### src/rtl/matrix_cfg_pkg.sv
`default_nettype none
// ============================================================================
//  Module      : matrix_cfg_pkg
//  Description : Shared types and sizing helpers for the switch-matrix
//                configuration loader (state enum, default geometry,
//                frame length and bit-counter width).
//  Revision    : 1.0 - initial release
// ============================================================================
package matrix_cfg_pkg;

    // Default matrix geometry; 2**SEL_W must exceed NUM_WIRES
    localparam int c_default_num_wires = 18;
    localparam int c_default_sel_w     = 5;

    // Loader states, explicitly 2 bits wide
    typedef enum logic [1:0] {
        ST_IDLE  = 2'd0,
        ST_SHIFT = 2'd1,
        ST_CHECK = 2'd2,
        ST_ERR   = 2'd3
    } state_t;

    // Number of select bits in one frame, excluding any parity bit
    function automatic int frame_bits(input int num_wires, input int sel_w);
        return num_wires * sel_w;
    endfunction

    // Counter width with headroom for the optional parity bit
    function automatic int cnt_width(input int num_wires, input int sel_w);
        return $clog2(frame_bits(num_wires, sel_w) + 2);
    endfunction

endpackage : matrix_cfg_pkg
`default_nettype wire

### src/rtl/matrix_cfg_field_chk.sv
`default_nettype none
// ============================================================================
//  Module      : matrix_cfg_field_chk
//  Description : Combinational per-wire field checker. Flags a fault when any
//                select field points past the last wire or selects its own
//                wire (self-drive). Mutual selection between two wires is
//                legal and deliberately not flagged.
//  Revision    : 1.0 - initial release
// ============================================================================
module matrix_cfg_field_chk
    import matrix_cfg_pkg::*;
#(
    parameter int NUM_WIRES = c_default_num_wires,
    parameter int SEL_W     = c_default_sel_w
) (
    input  logic [NUM_WIRES*SEL_W-1:0] shadow,
    output logic                       fault
);

    logic [NUM_WIRES-1:0] w_field_bad;

    // One range/self-drive comparator per wire; wire k is 1-based
    generate
        for (genvar k = 1; k <= NUM_WIRES; k++) begin : g_field
            logic [SEL_W-1:0] w_sel;
            assign w_sel            = shadow[k*SEL_W-1 -: SEL_W];
            assign w_field_bad[k-1] = (w_sel > SEL_W'(NUM_WIRES)) ||
                                      (w_sel == SEL_W'(k));
        end
    endgenerate

    assign fault = |w_field_bad;

endmodule : matrix_cfg_field_chk
`default_nettype wire

### src/rtl/matrix_cfg_loader.sv
`default_nettype none
// ============================================================================
//  Module      : matrix_cfg_loader
//  Description : Serial configuration loader for the switch matrix. Shifts a
//                frame in MSB first (wire NUM_WIRES first), validates every
//                select field, then commits all selects to sel_flat in one
//                edge. sel_flat never exposes a partially received frame.
//                Optional macro CFG_PARITY_EN appends one even-parity bit.
//  Revision    : 1.0 - initial release
// ============================================================================
module matrix_cfg_loader
    import matrix_cfg_pkg::*;
#(
    parameter int NUM_WIRES = c_default_num_wires,
    parameter int SEL_W     = c_default_sel_w
) (
    input  logic                       clk,
    input  logic                       rst,
    input  logic                       cfg_start,
    input  logic                       cfg_valid,
    input  logic                       cfg_bit,
    output logic                       cfg_ready,
    output logic                       busy,
    output logic                       done,
    output logic                       err,
    output logic [NUM_WIRES*SEL_W-1:0] sel_flat
);

    localparam int c_frame_bits = frame_bits(NUM_WIRES, SEL_W);
    localparam int c_cnt_w      = cnt_width(NUM_WIRES, SEL_W);
`ifdef CFG_PARITY_EN
    localparam int c_frame_len  = c_frame_bits + 1;
`else
    localparam int c_frame_len  = c_frame_bits;
`endif

    state_t                  r_state;
    state_t                  w_state_nxt;
    logic [c_cnt_w-1:0]      r_cnt;
    logic [c_frame_len-1:0]  r_shadow;
    logic [c_frame_bits-1:0] r_sel;
    logic                    r_done;
    logic                    r_err;

    logic [c_frame_bits-1:0] w_data;
    logic                    w_parity_ok;
    logic                    w_field_fault;
    logic                    w_frame_ok;
    logic                    w_accept;
    logic                    w_last_bit;
    logic                    w_restart;

    // A start pulse in SHIFT wins over a bit presented in the same cycle
    assign w_accept   = cfg_valid & cfg_ready & ~cfg_start;
    assign w_last_bit = w_accept && (r_cnt == c_cnt_w'(c_frame_len - 1));
    assign w_restart  = cfg_start && (r_state != ST_CHECK);

`ifdef CFG_PARITY_EN
    // Parity bit arrives last, so it sits in the shadow LSB
    assign w_data      = r_shadow[c_frame_len-1:1];
    assign w_parity_ok = ~(^r_shadow);
`else
    assign w_data      = r_shadow;
    assign w_parity_ok = 1'b1;
`endif

    matrix_cfg_field_chk #(
        .NUM_WIRES (NUM_WIRES),
        .SEL_W     (SEL_W)
    ) u_field_chk (
        .shadow (w_data),
        .fault  (w_field_fault)
    );

    assign w_frame_ok = w_parity_ok & ~w_field_fault;

    // State register
    always_ff @(posedge clk) begin
        if (rst) begin
            r_state <= ST_IDLE;
        end else begin
            r_state <= w_state_nxt;
        end
    end

    // Next-state decode; start is ignored while CHECK resolves the frame
    always_comb begin
        w_state_nxt = r_state;
        case (r_state)
            ST_IDLE, ST_ERR: if (cfg_start) w_state_nxt = ST_SHIFT;
            ST_SHIFT:        if (w_last_bit) w_state_nxt = ST_CHECK;
            ST_CHECK:        w_state_nxt = w_frame_ok ? ST_IDLE : ST_ERR;
            default:         w_state_nxt = ST_IDLE;
        endcase
    end

    // Handshake/status outputs decoded purely from the registered state
    always_comb begin
        cfg_ready = 1'b0;
        busy      = 1'b0;
        case (r_state)
            ST_SHIFT: begin
                cfg_ready = 1'b1;
                busy      = 1'b1;
            end
            ST_CHECK: busy = 1'b1;
            default: begin
                cfg_ready = 1'b0;
                busy      = 1'b0;
            end
        endcase
    end

    // Bit counter and shadow shift register; start discards any partial frame
    always_ff @(posedge clk) begin
        if (rst) begin
            r_cnt    <= '0;
            r_shadow <= '0;
        end else if (w_restart) begin
            r_cnt    <= '0;
            r_shadow <= '0;
        end else if (w_accept) begin
            r_cnt    <= r_cnt + c_cnt_w'(1);
            r_shadow <= {r_shadow[c_frame_len-2:0], cfg_bit};
        end
    end

    // Atomic commit, done pulse and sticky error flag
    always_ff @(posedge clk) begin
        if (rst) begin
            r_sel  <= '0;
            r_done <= 1'b0;
            r_err  <= 1'b0;
        end else begin
            r_done <= 1'b0;
            if (r_state == ST_CHECK) begin
                if (w_frame_ok) begin
                    r_sel  <= w_data;
                    r_done <= 1'b1;
                end else begin
                    r_err  <= 1'b1;
                end
            end else if (cfg_start) begin
                r_err <= 1'b0;
            end
        end
    end

    assign sel_flat = r_sel;
    assign done     = r_done;
    assign err      = r_err;

endmodule : matrix_cfg_loader
`default_nettype wire

### config.mk
export PLATFORM = sky130hd
export DESIGN_NAME = matrix_cfg_loader
export DESIGN_NICKNAME = d
export VERILOG_FILES = /design/src/rtl/matrix_cfg_pkg.sv /design/src/rtl/matrix_cfg_field_chk.sv /design/src/rtl/matrix_cfg_loader.sv
export SDC_FILE = /design/constraint.sdc
export NUM_CORES = 1
export LEC_CHECK = 0
export CAP_MARGIN = 0
export CORE_MARGIN = 2
export CORE_UTILIZATION = 55
export DETAILED_ROUTE_END_ITERATION = 16
export PLACE_DENSITY = 0.86
export SYNTH_ARGS = -nofsm -noshare
export SYNTH_HDL_FRONTEND = slang
export SYNTH_SLANG_ARGS = --single-unit
### constraint.sdc
create_clock -name clk -period 2.4 [get_ports clk]
set_input_delay 0.48 -clock clk [delete_from_list [all_inputs] [get_ports clk]]
set_output_delay 0.48 -clock clk [all_outputs]
set_load 0.02 [all_outputs]
==> metrics <==
max-cap violations=0; Ys Warns=0; worst vdd ir=0.000600 V; number of DRC markers in iteration 0=750; initial core utilization=0.568; via count=7020; Clock Latency Late Sink=0.44 ns; die area=0.0148 mm²; CTS tree=done; total CTS buffers=17; Layout Nets=1006; PortBufs=98; Core Footprint=0.0134 mm²; crit end category=flip-flop; slowest CP cell=o31ai_1; CP Class=reg -> reg; Rows=42; crit share post-route=0.967; Synth top area share=0.502; Finished Core Util=0.692; largest net degree at the start of global routing=94; critical path arrival=2.68 ns; Post-DP HPWL=11500 µm; Bufs and invs on worst path=1; Clock Skew=0.0108 ns; Hold Path Class=reg -> reg; ANT cells=0; Async S/R FF share, synth=0; Via density=5.92; synthesized area=0.00761 mm²; maximum fanout count along the critical path=10; Post-synth top cells=dfxtp_1 (191), a21oi_1 (190), nand2_1 (185); htree depth=4; die width=122 µm; Syn Nets=942; die span in y=122 µm; ANT nets after route=0; CP Cell Sequence=o31ai_1 -> o21ai_0 -> nor4_4 -> and4_4 -> buf_4 -> nand3_1 -> a21oi_1; I/O pin count=99; Pre-antenna DRT Iters=5; top-count cell post-synth=dfxtp_1; Syn Area/Cell=8.16 µm²; Post-synth EDFFs=0; CP startpoint kind=flip-flop; setup TNS=0 ns; Clock Path Buffers=2; Final min period=2.32 ns; worst hold slack=0.459 ns; Routed WL=19200 µm; # setup viols final=0; routed length per instance=16.2 µm; R2R setup slack=0.08 ns; top_reg_cell synth=dfxtp_1; Unique masters post-synth=48; Fmax=431 MHz; Reg clk slew, reported paths=0.06 ns; Power Dens Cells=694 mW/mm²; Synth Register Bits=191; CP delay by family, top=simple AND/OR/NAND/NOR gates; Synth-to-Final Area Change=21.8%; Slew Viols, Final=0; initial antenna violation count=1; first-pass GRT wire length=30300 µm; Worst-Margin Slew=0.452 ns; Post-Synthesis Cells=933; CTS sink cnt=191; routability congestion estimate=0.814; WP data required=2.76 ns; relative slew slack=0.699; CTS Hold Buffers Added=0; vias in the first global route=6167; GRT Overall Usage=0.254; number of remaining DRC errors=0; share of layout cells above drive strength 1=0.0654; global route overflow=0; Leak=2.88 nW; CTS root buf=clkbuf_16; Seq/Total Area, Yosys=0.502; # fillers=1074; CP max stage delay=0.41 ns; hold violation count in the final report=0; status=complete, no violations; Pwr Total=6.43 mW; synth top area cells=dfxtp_1 (50%), a21oi_1 (12%), nand2_1 (9.1%); biggest area consumer among synthesized cells=dfxtp_1
==> worst register-to-register path: stages (launching register included) <==
cell,delay [ns]
dfxtp_1,0.35
o31ai_1,0.41
o21ai_0,0.25
nor4_4,0.38
and4_4,0.40
buf_4,0.20
nand3_1,0.10
a21oi_1,0.17
==> report_power, final <==
group / internal (mW) / switching, mW / total [mW]
Combinational: 0.104 / 0.245 / 0.349
Sequential: 3.18 / 0.00564 / 3.18
Clock: 1.73 / 1.18 / 2.90
Total: 5.01 / 1.43 / 6.43
==> flip-flops by register name, summed over array words and instances (netlist names) <==
register	flops
r_state	2
r_cnt	7
err	1
done	1
sel_flat	90
r_shadow	90
==> placed cells by master (no fill, tap or decap), drive strengths merged, types with 9 or more instances in the layout <==
cell           Yosys  routed
clkdlybuf4s50      0      96
inv               14      14
nand3             93      93
dfxtp            191     191
nand2            185     185
o21ai            106     106
nand4              9       9
clkbuf            59      19
buf               20      26
a21oi            190     190
==> worst paths after layout <==
check	startpoint	to	cells after the start
max	r_shadow[80]	sel_flat[3]	7
min	err	err	2
min reg2reg	err	err	2
max reg2reg	r_shadow[80]	sel_flat[3]	7
==> layer usage <==
layer	routed length, µm	part of all wire	global-route usage
met4	448	0.023	0.0991
met5	0	0	0
met1	8620	0.45	0.350
met2	8920	0.47	0.393
met3	1170	0.061	0.0548
==> per-stage QoR <==
step / area (µm²) / std cells / worst slack (ns)
3_5_place_dp: 8610 / 1147 / 0.0708
6_report: 9270 / 1185 / 0.0784
2_1_floorplan: 7610 / 933 / 0.340
4_1_cts: 9210 / 1178 / 0.0337
3_3_place_gp: 8610 / 1147 / 0.117
5_1_grt: 9270 / 1185 / -0.0257
==> final cells by class <==
type                       count  area, µm²  area share
clock inverter                12        169      0.0182
timing repair buffer         123       1320       0.142
tap                          176        220      0.0238
sequential                   191       3820       0.412
multi-input combinational    650       3260       0.351
clock buffer                  19        433      0.0467
inverter                      14       52.6     0.00567
==> kinds of logic (layout without fill, tap and decap cells) <==
| group | after synthesis | count (layout) | synth area share |
|---|---|---|---|
| compound gates | 316 | 316 | 0.215 |
| flops | 191 | 191 | 0.502 |
| fa+ha+maj | 4 | 4 | 0.00658 |
| buf+inv | 94 | 168 | 0.0733 |
| simple gates | 322 | 324 | 0.195 |
| xor+xnor | 6 | 6 | 0.00691 |
==> timing repair <==
item,4_1_cts,5_1_grt
setup buffers,0,5
endpoints found under the setup margin,0,66
resized for setup,0,2
No activity file was read; power rests on OpenSTA's default activity.
